--- src/rtl/hazard_pkg.sv ---
// Shared types and constants for the pipeline hazard controller.
package hazard_pkg;

    typedef enum logic [1:0] {
        RUN        = 2'd0,
        LOAD_STALL = 2'd1,
        MC_BUSY    = 2'd2
    } state_e;

    localparam logic [4:0]  REG_ZERO = 5'd0;
    // addi x0, x0, 0 -- what a bubble becomes once it reaches the pipeline registers
    localparam logic [31:0] NOP_INSN = 32'h0000_0013;

    function automatic logic load_use(input logic [4:0] rs1, input logic [4:0] rs2,
                                      input logic use1, input logic use2,
                                      input logic [4:0] rd, input logic memread);
        return memread && (rd != REG_ZERO) &&
               ((use1 && (rs1 == rd)) || (use2 && (rs2 == rd)));
    endfunction

endpackage

--- src/rtl/hazard_watchdog.sv ---
// Multi-cycle unit watchdog: down-counter of remaining MC_BUSY cycles with a
// terminal-count flag and a registered one-cycle error pulse.
module hazard_watchdog #(
    parameter int unsigned MC_TIMEOUT = 64
) (
    input  logic clk,
    input  logic rst_n,
    input  logic load_i,
    input  logic dec_i,
    input  logic fire_i,
    output logic tc_o,
    output logic err_o
);
    localparam int unsigned WD_W = (MC_TIMEOUT > 2) ? $clog2(MC_TIMEOUT) : 1;
    localparam logic [WD_W-1:0] WD_LOAD = WD_W'(MC_TIMEOUT - 1);

    logic [WD_W-1:0] cnt_q, cnt_d;
    logic            err_q;

    always_comb begin
        cnt_d = cnt_q;
        if (load_i) begin
            cnt_d = WD_LOAD;
        end else if (dec_i && (cnt_q != '0)) begin
            cnt_d = cnt_q - 1'b1;
        end
    end

    always_ff @(posedge clk or negedge rst_n) begin
        if (!rst_n) begin
            cnt_q <= '0;
            err_q <= 1'b0;
        end else begin
            cnt_q <= cnt_d;
            err_q <= fire_i;
        end
    end

    assign tc_o  = (cnt_q == '0);
    assign err_o = err_q;

endmodule

--- src/rtl/hazard_control_unit.sv ---
// Stall/bubble/flush sequencing for the 5-stage pipeline.
// Performance counters are built only when HAZ_PERF_CNT_EN is defined.
//
// state      | meaning
// RUN        | normal issue; branch, multi-cycle start and load-use resolved here
// LOAD_STALL | extra load-use bubbles beyond the first (LOAD_LAT=2)
// MC_BUSY    | EX held waiting on mc_done, watchdog running
module hazard_control_unit
    import hazard_pkg::*;
#(
    parameter int unsigned LOAD_LAT   = 1,
    parameter int unsigned MC_TIMEOUT = 64,
    parameter int unsigned CNT_W      = 16
) (
    input  logic             clk,
    input  logic             rst_n,
    input  logic [4:0]       id_rs1_i,
    input  logic [4:0]       id_rs2_i,
    input  logic             id_use_rs1_i,
    input  logic             id_use_rs2_i,
    input  logic [4:0]       ex_rd_i,
    input  logic             ex_memread_i,
    input  logic             ex_mc_start_i,
    input  logic             mc_done_i,
    input  logic             ex_branch_taken_i,
    output logic             pc_write_o,
    output logic             if_id_write_o,
    output logic             if_id_flush_o,
    output logic             id_ex_bubble_o,
    output logic             ex_hold_o,
    output logic             ex_mem_bubble_o,
    output logic             mc_timeout_err_o,
    output logic [CNT_W-1:0] stall_cycles_o,
    output logic [CNT_W-1:0] flush_events_o
);
    state_e     state_q, state_d;
    logic [1:0] lcnt_q, lcnt_d;
    logic       lu, wd_load, wd_dec, wd_fire, wd_tc;

    assign lu = load_use(id_rs1_i, id_rs2_i, id_use_rs1_i, id_use_rs2_i, ex_rd_i, ex_memread_i);

    assign wd_load = (state_q == RUN) && !ex_branch_taken_i && ex_mc_start_i && !mc_done_i;
    assign wd_dec  = (state_q == MC_BUSY) && !mc_done_i;
    assign wd_fire = wd_dec && wd_tc;

    always_ff @(posedge clk or negedge rst_n) begin
        if (!rst_n) begin
            state_q <= RUN;
            lcnt_q  <= 2'd0;
        end else begin
            state_q <= state_d;
            lcnt_q  <= lcnt_d;
        end
    end

    always_comb begin
        state_d = state_q;
        lcnt_d  = lcnt_q;
        unique case (state_q)
            RUN: begin
                if (ex_branch_taken_i) begin
                    state_d = RUN;
                end else if (ex_mc_start_i && !mc_done_i) begin
                    state_d = MC_BUSY;
                end else if (ex_mc_start_i) begin
                    state_d = RUN;
                end else if (lu && (LOAD_LAT > 1)) begin
                    state_d = LOAD_STALL;
                    lcnt_d  = 2'(LOAD_LAT - 1);
                end
            end
            LOAD_STALL: begin
                lcnt_d = lcnt_q - 1'b1;
                if (lcnt_q == 2'd1) state_d = RUN;
            end
            MC_BUSY: begin
                if (mc_done_i || wd_tc) state_d = RUN;
            end
            default: state_d = RUN;
        endcase
    end

    always_comb begin
        pc_write_o      = 1'b1;
        if_id_write_o   = 1'b1;
        if_id_flush_o   = 1'b0;
        id_ex_bubble_o  = 1'b0;
        ex_hold_o       = 1'b0;
        ex_mem_bubble_o = 1'b0;
        if (!rst_n) begin
            pc_write_o     = 1'b0;
            if_id_write_o  = 1'b0;
            if_id_flush_o  = 1'b1;
            id_ex_bubble_o = 1'b1;
        end else begin
            unique case (state_q)
                RUN: begin
                    if (ex_branch_taken_i) begin
                        if_id_flush_o  = 1'b1;
                        id_ex_bubble_o = 1'b1;
                    end else if (ex_mc_start_i && !mc_done_i) begin
                        pc_write_o      = 1'b0;
                        if_id_write_o   = 1'b0;
                        ex_hold_o       = 1'b1;
                        ex_mem_bubble_o = 1'b1;
                    end else if (!ex_mc_start_i && lu) begin
                        pc_write_o     = 1'b0;
                        if_id_write_o  = 1'b0;
                        id_ex_bubble_o = 1'b1;
                    end
                end
                LOAD_STALL: begin
                    pc_write_o     = 1'b0;
                    if_id_write_o  = 1'b0;
                    id_ex_bubble_o = 1'b1;
                end
                MC_BUSY: begin
                    if (wd_fire) begin
                        ex_mem_bubble_o = 1'b1;
                    end else if (!mc_done_i) begin
                        pc_write_o      = 1'b0;
                        if_id_write_o   = 1'b0;
                        ex_hold_o       = 1'b1;
                        ex_mem_bubble_o = 1'b1;
                    end
                end
                default: ;
            endcase
        end
    end

    hazard_watchdog #(.MC_TIMEOUT(MC_TIMEOUT)) u_watchdog (
        .clk    (clk),
        .rst_n  (rst_n),
        .load_i (wd_load),
        .dec_i  (wd_dec),
        .fire_i (wd_fire),
        .tc_o   (wd_tc),
        .err_o  (mc_timeout_err_o)
    );

`ifdef HAZ_PERF_CNT_EN
    logic [CNT_W-1:0] stall_q, flush_q;
    logic             flush_evt;

    assign flush_evt = (state_q == RUN) && ex_branch_taken_i;

    always_ff @(posedge clk or negedge rst_n) begin
        if (!rst_n) begin
            stall_q <= '0;
            flush_q <= '0;
        end else begin
            if (!pc_write_o && (stall_q != {CNT_W{1'b1}})) stall_q <= stall_q + 1'b1;
            if (flush_evt && (flush_q != {CNT_W{1'b1}}))   flush_q <= flush_q + 1'b1;
        end
    end

    assign stall_cycles_o = stall_q;
    assign flush_events_o = flush_q;
`else
    assign stall_cycles_o = '0;
    assign flush_events_o = '0;
`endif

endmodule

--- config.mk ---
export PLATFORM = sky130hd
export DESIGN_NAME = hazard_control_unit
export DESIGN_NICKNAME = d
export VERILOG_FILES = /design/src/rtl/hazard_pkg.sv /design/src/rtl/hazard_watchdog.sv /design/src/rtl/hazard_control_unit.sv
export SDC_FILE = /design/constraint.sdc
export NUM_CORES = 1
export LEC_CHECK = 0
export ABC_AREA = 0
export BUFFER_PORTS_ARGS = -buffer_cell sky130_fd_sc_hd__clkbuf_2
export CAP_MARGIN = 40
export CORE_ASPECT_RATIO = 0.8
export CORE_UTILIZATION = 40
export CTS_BUF_LIST = sky130_fd_sc_hd__clkbuf_16
export DETAILED_ROUTE_END_ITERATION = 12
export GPL_TIMING_DRIVEN = 1
export PLACE_DENSITY = 0.79
export REMOVE_ABC_BUFFERS = 1
export SLEW_MARGIN = 0
export SYNTH_ARGS = -nofsm -noshare
export SYNTH_HDL_FRONTEND = slang
export SYNTH_SLANG_ARGS = --single-unit
--- constraint.sdc ---
create_clock -name clk -period 1.67 [get_ports clk]
set_input_delay 0 -clock clk [delete_from_list [all_inputs] [get_ports clk]]
set_output_delay 0 -clock clk [all_outputs]
set_load 0.05 [all_outputs]
=== Word level (Yosys, flattened, before mapping) ===
Index checks and enable logic that the tools add are counted.

* Flip-flop bits (word level): 11
* Output and inout port bits: 39
* Word-level logic and storage cells: 69

* $add $sub $neg: 2
* Equality and inequality tests: 8
* Mux-type cells: 32
* Reduce and logical (&&, ||, !) cells: 23

{| class="wikitable"
|+ Operator list
! kind !! number
|-
| 1-bit two-way mux || 20
|-
| 1-bit logical AND || 12
|-
| 6-bit two-way mux || 2
|-
| 5-bit equality test || 2
|-
| 2-bit two-way mux || 5
|-
| 6-bit zero test || 1
|-
| 1-bit case mux with 2 select lines || 3
|-
| 2-bit case mux with 3 select lines || 1
|-
| 6-bit nonzero test || 1
|-
| 6-bit by 1-bit subtractor with 6-bit output, second input constant || 1
|-
| 5-bit nonzero test || 1
|-
| 2-bit by 1-bit equality test with 1-bit output, second input constant || 2
|-
| 4-bit by 3-bit inequality test with 1-bit output, second input constant || 1
|-
| 1-bit zero test || 3
|-
| 1-bit case mux with 3 select lines || 1
|-
| 3-bit AND reduction || 1
|-
| 2-bit equality test, second input constant || 1
|-
| 2-bit zero test || 1
|-
| 1-bit logical OR || 2
|-
| 2-bit by 1-bit inequality test with 1-bit output, second input constant || 1
|-
| 2-bit inequality test, second input constant || 1
|-
| 2-bit nonzero test || 1
|-
| 2-bit by 1-bit subtractor with 2-bit output, second input constant || 1
|}

=== Logic depth before layout (Yosys ltp) ===
Gate-level depths: netlist of run 1.

* Depth after elaboration: 10
* Gate-level depth with buffers: 7

=== By module ===
From an unflattened synthesis of run 1, not the netlist that was laid out.

* Cell total of the unflattened synthesis: 105
* Area total of the unflattened synthesis: 903.4 um^2

{| class="wikitable"
|+ Modules (own cells, without submodules)
! module !! instances !! cells each !! area an instance (um^2) !! seq. area each (um^2)
|-
| hazard_control_unit || 1 || 64 || 490.5 || 25.0
|-
| hazard_watchdog || 1 || 41 || 412.9 || 175.2
|}

=== Worst setup path after synthesis of run 1 ===
Ideal clock, no wire load.

* Path kind: reg2out
* Start point: register state_q[1]
* End point: output id_ex_bubble_o
* Arrival time: 2123 ps
* Path slack: -453 ps
* Cell stages (with the launch flop): 3
* Path buffers: 0
* Cells stage by stage: dfrtp_1 -> o21ai_0 -> o21bai_1

* Longest elaborated chain between the ends: 3
* Elaborated cells on any way between the ends: 4
* Those cells by class: eq/ne (1); mux (2); reduce/logical (1)

{| class="wikitable"
|+ Ends and longest elaborated chain
! item !! RTL line !! source
|-
| start, declared || hazard_control_unit.sv:36 || <nowiki>state_e state_q, state_d;</nowiki>
|-
| start signal, assigned || hazard_control_unit.sv:51 || <nowiki>state_q <= state_d;</nowiki>
|-
| 2-bit by 1-bit equality test with 1-bit output / 2-bit zero test (equally long branches) || hazard_control_unit.sv:96 || <nowiki>unique case (state_q)</nowiki>
|-
| 1-bit case mux with 2 select lines (*) || hazard_control_unit.sv:96 ||
|-
| 1-bit two-way mux (*) || hazard_control_unit.sv:90 || <nowiki>if (!rst_n) begin</nowiki>
|-
| end, declared || hazard_control_unit.sv:29 || <nowiki>output logic id_ex_bubble_o,</nowiki>
|}

Mark *: on every way between the ends. The rest lies on a longest branch, timed or not.

=== Final worst setup path of run 1 ===
* Start point: register u_watchdog.cnt_q[3]
* End point: output if_id_write_o

* Longest elaborated chain between the ends: 5

{| class="wikitable"
|+ Ends and longest elaborated chain
! item !! RTL line !! source
|-
| start, declared || hazard_watchdog.sv:17 || <nowiki>logic [WD_W-1:0] cnt_q, cnt_d;</nowiki>
|-
| start signal, assigned || hazard_watchdog.sv:34 || <nowiki>cnt_q <= cnt_d;</nowiki>
|-
| 6-bit zero test || hazard_watchdog.sv:39 || <nowiki>assign tc_o = (cnt_q == '0);</nowiki>
|-
| 1-bit logical AND || hazard_control_unit.sv:44 || <nowiki>assign wd_fire = wd_dec && wd_tc;</nowiki>
|-
| 1-bit two-way mux || hazard_control_unit.sv:118 || <nowiki>if (wd_fire) begin</nowiki>
|-
| 1-bit case mux with 3 select lines || hazard_control_unit.sv:96 ||
|-
| 1-bit two-way mux || hazard_control_unit.sv:90 ||
|-
| end, declared || hazard_control_unit.sv:27 || <nowiki>output logic if_id_write_o,</nowiki>
|}

Every way passes these cells.

==> flow_summary.json, run 1 <==
{
  "fin_crit_ps": 1830,
  "synthCells": 98,
  "grt_pass1_wl_um": 2770,
  "overflow": 0,
  "die_w_um": 53.8,
  "mostFrequentLayoutCell": "conb_1",
  "initial_core_util": 0.441,
  "rsz0062_at_grt": "yes",
  "required_ps": 1670,
  "sw_frac_of_total": 0.387,
  "drt_iter0_markers": 12,
  "synth-seq-area-share": 0.233,
  "critPathKind": "reg -> out",
  "drc": 0,
  "arrival_ps": 1830,
  "ff2ff_path_depth": 7,
  "gp_congestion": 0.877,
  "vdd_drop_max_mv": 0.636,
  "clk_transition_reported_paths_ps": 40,
  "io_pins": 62,
  "worst-path-stages": 5,
  "cp_top_family": "simple AND/OR/NAND/NOR gates",
  "grt_pass1_vias": 622,
  "avgRoutedWirePerCell_um": 11.3,
  "antenna_found_initial": 0,
  "layout_common_cells": "32 x conb_1, 26 x clkbuf_2, 10 x xor2_1",
  "fin_worst_skew_ps": 2.46,
  "slowest_stage": "or3_4",
  "finalPower_mw": 1.17,
  "violations": "negative setup slack",
  "routed_wl_um": 1820,
  "synth_cell_types": 32,
  "h-tree-depth": 1,
  "p_per_area_nw_per_um2": 1050,
  "numCtsBuffers": 3,
  "synth-seq-cells": 8,
  "diodes": 0,
  "cts.sinks": 8,
  "worst_slack_ps": -155,
  "hold_viol_final": 0,
  "clkPwrFrac": 0.337,
  "layout-area-overhead-vs-synth_pct": 29.0,
  "setup_violations": 2,
  "cts_tree": "done",
  "nets": 164,
  "outcome": "complete, but fails checks",
  "drv_slew": 0,
  "avgSynthCellArea_sq_um": 8.76,
  "pwr-share-seq": 0.217,
  "path_cells": "or3_4, o21ai_4, and3_4, o31a_1, buf_8",
  "cp-start-kind": "flip-flop",
  "crit_buf_inv": 1,
  "die_h_um": 43.4,
  "ys.warnings.count": 0,
  "port_buffers": 29,
  "hpwl_um": 1380,
  "grt_util_all_layers": 0.173,
  "clkLatencyLatePin_ps": 230,
  "worstHoldPathCells": 4,
  "fmax_ghz": 0.548,
  "core_sq_um": 1940,
  "fillCellCount": 173,
  "fin_crit_sh": 1.09,
  "grt_max_degree": 13,
  "p_switching_uw": 452,
  "row_count": 14,
  "cp_max_fo": 4,
  "tns_ps": -311,
  "drtPass1Iterations": 4,
  "drive_gt1_frac": 0.365,
  "via_per_inst": 4.37,
  "cts_buffer_depth": 2,
  "worst_path_largest_cell_delay_ps": 420,
  "internal_power_uw": 716,
  "via_count": 703,
  "die-area_sq_um": 2340,
  "cts_root_buf": "clkbuf_16",
  "endpoint_kind": "primary output",
  "synth_area_sq_um": 858,
  "ant_nets": 0,
  "p_comb_frac": 0.446,
  "hold_path_class": "in -> reg",
  "drv_cap": 0,
  "p_leak_nw": 0.553
}
-- routing by layer --
metal / routed length [um] / up-vias / global-route usage
met5: 0 / - / 0
met4: 43 / 0 / 0.0632
met3: 137 / 6 / 0.0737
met2: 900 / 39 / 0.267
met1: 734 / 316 / 0.214
li1: - / 342 / -
-- timing repair --
| item | in CTS | in global routing |
|---|---|---|
| pin swaps | 1 | 3 |
| setup buffers | 3 | 2 |
| setup endpoints to repair | 3 | 7 |
| hold endpoints to repair | 8 | 0 |
| hold buffers | 1 | 0 |
| resized for setup | 7 | 9 |
-- kinds of logic (layout without fill, tap and decap cells) --
logic type / count (synthesis) / after routing / share of synthesized area
DFF: 8 / 8 / 0.233
xor gates and xnor gates: 13 / 13 / 0.133
AOI/OAI and AO/OA: 9 / 9 / 0.0889
muxes: 2 / 2 / 0.0233
other: 1 / 32 / 0.00437
and+or+nand+nor: 26 / 26 / 0.181
buffers and inverters: 37 / 45 / 0.308
adders and majority gates: 2 / 2 / 0.0291
-- power by group through the flow --
| stage | Combinational (mW) | Sequential (mW) | Clock (mW) |
|---|---|---|---|
| floorplan | 0.307 | 0.256 | 0 |
| global placement | 0.406 | 0.256 | 0 |
| detailed placement | 0.412 | 0.258 | 0 |
| CTS | 0.464 | 0.249 | 0.404 |
| global route | 0.556 | 0.257 | 0.424 |
| finish | 0.521 | 0.253 | 0.394 |
-- worst paths after layout --
check | to | slack [ps] | start
setup / recovery | if_id_write_o | -160 | u_watchdog.cnt_q[3]$_DFFE_PN0P_
hold / removal | u_watchdog.cnt_q[4]$_DFFE_PN0P_ | 160 | mc_done_i
setup reg to reg | u_watchdog.cnt_q[0]$_DFFE_PN0P_ | 20 | u_watchdog.cnt_q[3]$_DFFE_PN0P_
hold reg to reg | u_watchdog.cnt_q[4]$_DFFE_PN0P_ | 500 | u_watchdog.cnt_q[4]$_DFFE_PN0P_
max in group asynchronous | u_watchdog.cnt_q[0]$_DFFE_PN0P_ | 1280 | rst_n
min in group asynchronous | state_q[1]$_DFFE_PN0P_ | 180 | rst_n
-- area by class of cell --
class                           count  area, sq um  share of cell area
Multi-Input combinational cell     84          538               0.486
Timing Repair Buffer               39          253               0.228
Tap cell                           24         30.0              0.0271
Sequential cell                     8          200               0.181
Clock buffer                        3         75.1              0.0678
Inverter                            3         11.3              0.0102
-- cells in the mapped netlist (all sizes together) --
cell	n	area [sq um]
xor2	10	87.6
nand2b	1	6.26
o31a	1	8.76
and2b	1	7.51
nor3b	3	22.5
o21ai	3	26.3
xnor2	3	26.3
conb	1	3.75
nand4b	1	8.76
dfrtp	8	200
nor3	2	10.0
nand2	5	18.8
nor2	3	11.3
mux2i	2	20.0
a32oi	1	8.76
or4	1	7.51
or2b	1	7.51
and3	1	6.26
o21bai	1	7.51
inv	3	11.3
and2	2	12.5
a21oi	1	5.00
or3	2	17.5
buf	34	253
ha	2	25.0
nor4	3	18.8
o211ai	2	20.0
-- through the flow --
stage	worst slack (ps)	cell area, sq um	hold slack (ps)	instances	utilization
2_1_floorplan	-453	722	-296	95	-
3_3_place_gp	84.3	927	-125	152	0.477
3_5_place_dp	27.5	927	-123	152	0.477
4_1_cts	-134	1060	150	159	0.546
5_1_grt	-217	1110	191	161	0.569
6_report	-155	1110	155	161	0.569
-- worst reg2reg max path: cells and delay by family (launching register included) --
family	cells	cell delay, ps
XOR/XNOR	1	100
buffers and inverters	3	350
flip-flops	1	410
AND/OR/NAND/NOR	2	480
AO/OA/AOI/OAI	1	180
-- registers in the layout (all words and copies together), names as in the netlist --
| name | cells |
|---|---|
| state_q | 1 |
| u_watchdog.cnt_q | 6 |
| u_watchdog.err_o | 1 |
Power figures use the tool's default switching activity.
==> run 2: changes to the inputs <==
REMOVE_ABC_BUFFERS = not set   (was 1)
==> run 2 against run 1 <==
Effect of this change:
- the run still ends with negative setup slack left
- design area increased by 10%
- combinational power grew 22%
- first-iteration DRC count down 8.3%
- core utilization up 5.8 points
- maximum frequency shrank 0.77%
- via count grew 11%
- register-to-register slack worse by 90 ps
- count of clock-buffer cells in the layout did not move
- critical path type unchanged
- critical endpoint is now pc_write_o
- largest power group unchanged
==> flow_summary.json, run 2 (same netlist as run 1, synthesis figures left out) <==
{
  "gp_congestion": 0.826,
  "drive_gt1_frac": 0.432,
  "cp-start-kind": "flip-flop",
  "io_pins": 62,
  "layout_common_cells": "32 x conb_1, 26 x clkbuf_2, 18 x buf_4",
  "critPathKind": "reg -> out",
  "fin_worst_skew_ps": 0.929,
  "h-tree-depth": 1,
  "ant_nets": 0,
  "fmax_ghz": 0.544,
  "drv_cap": 0,
  "port_buffers": 29,
  "setup_violations": 5,
  "nets": 173,
  "cts_buffer_depth": 2,
  "cp_top_family": "simple AND/OR/NAND/NOR gates",
  "top_register": "u_watchdog.cnt_q",
  "grt_max_degree": 13,
  "worst_path_largest_cell_delay_ps": 390,
  "crit_buf_inv": 2,
  "row_count": 14,
  "clk_transition_reported_paths_ps": 40,
  "post-route-util": 0.627,
  "fin_crit_sh": 1.10,
  "grt_pass1_vias": 725,
  "path_cells": "inv_2, ha_1, or2b_4, o21ai_4, and3_4, o31a_4, clkbuf_16",
  "pre_cts_slack_ps": 36.8,
  "drv_slew": 0,
  "mostFrequentLayoutCell": "conb_1",
  "via_per_inst": 4.59,
  "largest_reg_flops": 6,
  "cts_root_buf": "clkbuf_16",
  "via_count": 781,
  "initial_core_util": 0.441,
  "diodes": 0,
  "cp_max_fo": 4,
  "arrival_ps": 1840,
  "routed_wl_um": 2250,
  "worst_slack_ps": -170,
  "die_w_um": 53.8,
  "endpoint_kind": "primary output",
  "required_ps": 1670,
  "p_per_area_nw_per_um2": 1060,
  "die_h_um": 43.4,
  "cts.sinks": 8,
  "hold_path_class": "in -> reg",
  "antenna_found_initial": 0,
  "hold_viol_final": 0,
  "core_sq_um": 1940,
  "drtPass1Iterations": 4,
  "cts_tree": "done",
  "grt_util_all_layers": 0.195,
  "fin_crit_ps": 1840,
  "avgRoutedWirePerCell_um": 13.2,
  "hpwl_um": 1380,
  "violations": "negative setup slack",
  "grt_pass1_wl_um": 3200,
  "whs_ps": 159,
  "layout-area-overhead-vs-synth_pct": 42.1,
  "outcome": "complete, but fails checks",
  "drc": 0,
  "overflow": 0,
  "numCtsBuffers": 3,
  "vdd_drop_max_mv": 0.863,
  "clkLatencyLatePin_ps": 230,
  "drt_iter0_markers": 11,
  "die-area_sq_um": 2340,
  "slowest_stage": "dfrtp_1",
  "p_leak_nw": 0.611,
  "rsz0062_at_grt": "yes"
}
-- run 2: cell count changes in the layout (fill, tap and decap cells not counted), sizes merged --
cell	before	now
buf	12	19
clkbuf	29	31
-- run 2: timing repair --
action	CTS	global route
hold buffers	1	0
cloned	0	0
buffers inserted	11	5
setup endpoints to repair	3	6
gates resized for setup	9	8
hold endpoints to repair	8	0
pin swaps	2	3
-- run 2: path summary, 6_finish.rpt --
path	to	slack [ps]	startpoint	cells past startpoint
worst max-delay path	pc_write_o	-170	u_watchdog.cnt_q[1]$_DFFE_PN0P_	7
worst max register to register	u_watchdog.cnt_q[0]$_DFFE_PN0P_	-70	u_watchdog.cnt_q[1]$_DFFE_PN0P_	9
min in group asynchronous	u_watchdog.cnt_q[4]$_DFFE_PN0P_	180	rst_n	2
worst min-delay path	u_watchdog.cnt_q[3]$_DFFE_PN0P_	160	mc_done_i	4
worst min register to register	u_watchdog.cnt_q[4]$_DFFE_PN0P_	510	u_watchdog.cnt_q[4]$_DFFE_PN0P_	1
max in group asynchronous	state_q[1]$_DFFE_PN0P_	1270	rst_n	2
-- run 2: through the flow --
step,std cells,area (sq um),TNS [ps],total power [mW]
after floorplan,129,998,0,0.638
after global placement,152,943,0,0.679
after detailed placement,152,943,0,0.694
after CTS,167,1160,-147,1.22
after global routing,170,1220,-843,1.35
final,170,1220,-556,1.29
-- run 2: worst min-delay path, delay by kind of cell --
kind	cells	cell delay, ps
buf+inv	1	110
mux	1	70
simple gates	2	160
-- run 2: power by group --
group	switching [mW]	internal, mW
Combinational	0.380	0.258
Sequential	0.0261	0.229
Clock	0.0926	0.309
-- run 2: cell type report --
type | instances | area (sq um)
clock buffer | 3 | 75.1
multi-input combinational | 84 | 563
timing repair buffer | 48 | 340
fill | 154 | 724
sequential | 8 | 200
inverter | 3 | 11.3
tap | 24 | 30.0
-- run 2: metal layers --
| layer | vias up | GRT usage | part of all wire |
|---|---|---|---|
| met5 | - | 0 | 0 |
| met2 | 38 | 0.331 | 0.54 |
| met3 | 4 | 0.0632 | 0.056 |
| met1 | 378 | 0.230 | 0.39 |
| met4 | 0 | 0.0632 | 0.014 |
| li1 | 361 | - | - |
==> run 3: changes to the inputs <==
SETUP_SLACK_MARGIN = 0.05   (was not set)
==> run 3 against run 2 <==
Effect of this change:
- the flow still finishes with violations (negative setup slack)
- worst hold slack got worse by 30 ps
- count of clock-buffer cells in the layout did not move
- clock power fell by 1%
- critical endpoint is now if_id_write_o
- largest power group unchanged
==> flow_summary.json, run 3 (same netlist as run 1, synthesis figures left out) <==
{
  "outcome": "complete, but fails checks",
  "violations": "negative setup slack",
  "m1WireLength_um": 892,
  "io_pins": 62,
  "p_comb_frac": 0.495,
  "hold_path_class": "in -> reg",
  "vdd_drop_max_mv": 1.11,
  "arrival_ps": 1770,
  "via_count": 743,
  "drv_cap": 0,
  "initial_core_util": 0.441,
  "fin_worst_skew_ps": 1.70,
  "path_cells": "inv_2, ha_4, or2b_4, o21ai_4, and3_4, o31a_4, clkbuf_16",
  "h-tree-depth": 1,
  "required_ps": 1670,
  "nets": 171,
  "grt_pass1_wl_um": 3380,
  "grt_pass1_vias": 708,
  "final_cell_area_sq_um": 1220,
  "p_switching_uw": 500,
  "port_buffers": 29,
  "cp_max_fo": 3,
  "slowest_stage": "dfrtp_1",
  "routed_wl_um": 2160,
  "cp_top_family": "simple AND/OR/NAND/NOR gates",
  "endpoint_kind": "primary output",
  "cts_buffer_depth": 2,
  "antenna_found_initial": 0,
  "via_per_inst": 4.42,
  "fin_crit_ps": 1770,
  "drive_gt1_frac": 0.438,
  "p_leak_nw": 0.601,
  "internal_power_uw": 790,
  "die_h_um": 43.4,
  "die_w_um": 53.8,
  "wl_met2_um": 1150,
  "rsz0062_at_grt": "yes",
  "fmax_ghz": 0.564,
  "mostFrequentLayoutCell": "conb_1",
  "core_sq_um": 1940,
  "drtPass1Iterations": 4,
  "grt_max_degree": 13,
  "pwr-share-seq": 0.199,
  "cts_tree": "done",
  "grt_util_all_layers": 0.209,
  "worst_slack_ps": -102,
  "crit_buf_inv": 2,
  "die-area_sq_um": 2340,
  "largest_reg_flops": 6,
  "row_count": 14,
  "p_per_area_nw_per_um2": 1050,
  "ant_nets": 0,
  "avgRoutedWirePerCell_um": 12.9,
  "drc": 0,
  "layout_common_cells": "32 x conb_1, 26 x clkbuf_2, 16 x buf_4",
  "sw_frac_of_total": 0.388,
  "clkPwrFrac": 0.306,
  "gp_congestion": 0.827,
  "top_register": "u_watchdog.cnt_q",
  "pre_cts_slack_ps": 27.7,
  "worst_path_largest_cell_delay_ps": 390,
  "clkLatencyLatePin_ps": 230,
  "cts.sinks": 8,
  "wl_met3_um": 118,
  "diodes": 0,
  "cts_root_buf": "clkbuf_16",
  "setup_violations": 3,
  "fin_crit_sh": 1.06,
  "critPathKind": "reg -> out",
  "hold_viol_final": 0,
  "layout-area-overhead-vs-synth_pct": 42.6,
  "finalPower_mw": 1.29,
  "place_area_sq_um": 936,
  "overflow": 0,
  "hpwl_um": 1420,
  "drt_iter0_markers": 9,
  "cp-start-kind": "flip-flop",
  "numCtsBuffers": 3,
  "drv_slew": 0,
  "clk_transition_reported_paths_ps": 40,
  "top_layer": "met3"
}
[run 3: layer usage]
layer / GRT usage / up-vias
li1: - / 355
met1: 0.260 / 350
met2: 0.356 / 38
met3: 0.0632 / 0
met4: 0.0421 / 0
met5: 0 / -
[run 3: final cells by class]
cell class | instances | area (sq um)
fill | 156 | 721
timing repair buffer | 46 | 325
inverter | 3 | 11.3
clock buffer | 3 | 75.1
multi-input combinational | 84 | 582
sequential | 8 | 200
tap | 24 | 30.0
[run 3: worst reg2reg max path, stage by stage (launching register included)]
cell and delay [ps]:
dfrtp_1 390, inv_2 90, ha_4 120, or2b_4 270, buf_4 150, o211ai_4 210
xor2_1 180, nand2_1 70
[run 3: per-stage QoR]
step / hold slack, ps / util / cells / TNS [ps]
2_1_floorplan: -296 / - / 129 / 0
3_3_place_gp: -118 / 0.481 / 151 / 0
3_5_place_dp: -109 / 0.481 / 151 / 0
4_1_cts: 130 / 0.619 / 167 / -118
5_1_grt: 150 / 0.629 / 168 / -417
6_report: 129 / 0.629 / 168 / -280
[run 3: path summary, 6_finish.rpt]
kind                                            startpoint                         endpoint  slack, ps  cells past startpoint
setup reg to reg           u_watchdog.cnt_q[0]$_DFFE_PN0P_  u_watchdog.cnt_q[2]$_DFFE_PN0P_         60                      7
hold / removal                                   mc_done_i  u_watchdog.cnt_q[3]$_DFFE_PN0P_        130                      4
max in group asynchronous                            rst_n       u_watchdog.err_o$_DFF_PN0_       1250                      2
hold reg to reg            u_watchdog.cnt_q[4]$_DFFE_PN0P_  u_watchdog.cnt_q[4]$_DFFE_PN0P_        490                      1
setup / recovery           u_watchdog.cnt_q[0]$_DFFE_PN0P_                    if_id_write_o       -100                      7
min in group asynchronous                            rst_n  u_watchdog.cnt_q[2]$_DFFE_PN0P_        190                      2
[run 3: what timing repair did]
action | 4_1_cts | 5_1_grt
buffers inserted | 12 | 3
setup endpoints to repair | 3 | 7
gates cloned | 0 | 0
hold endpoints to repair | 8 | 0
hold buffers | 1 | 0
gates resized for setup | 16 | 4
pin swaps | 4 | 4
[run 3: power by group through the flow]
stage                     clock, mW  combinational [mW]  sequential [mW]
final                         0.396               0.639            0.256
after global placement            0               0.408            0.254
after global routing          0.419               0.687            0.260
after CTS                     0.401               0.601            0.252
after floorplan                   0               0.379            0.259
after detailed placement          0               0.419            0.256
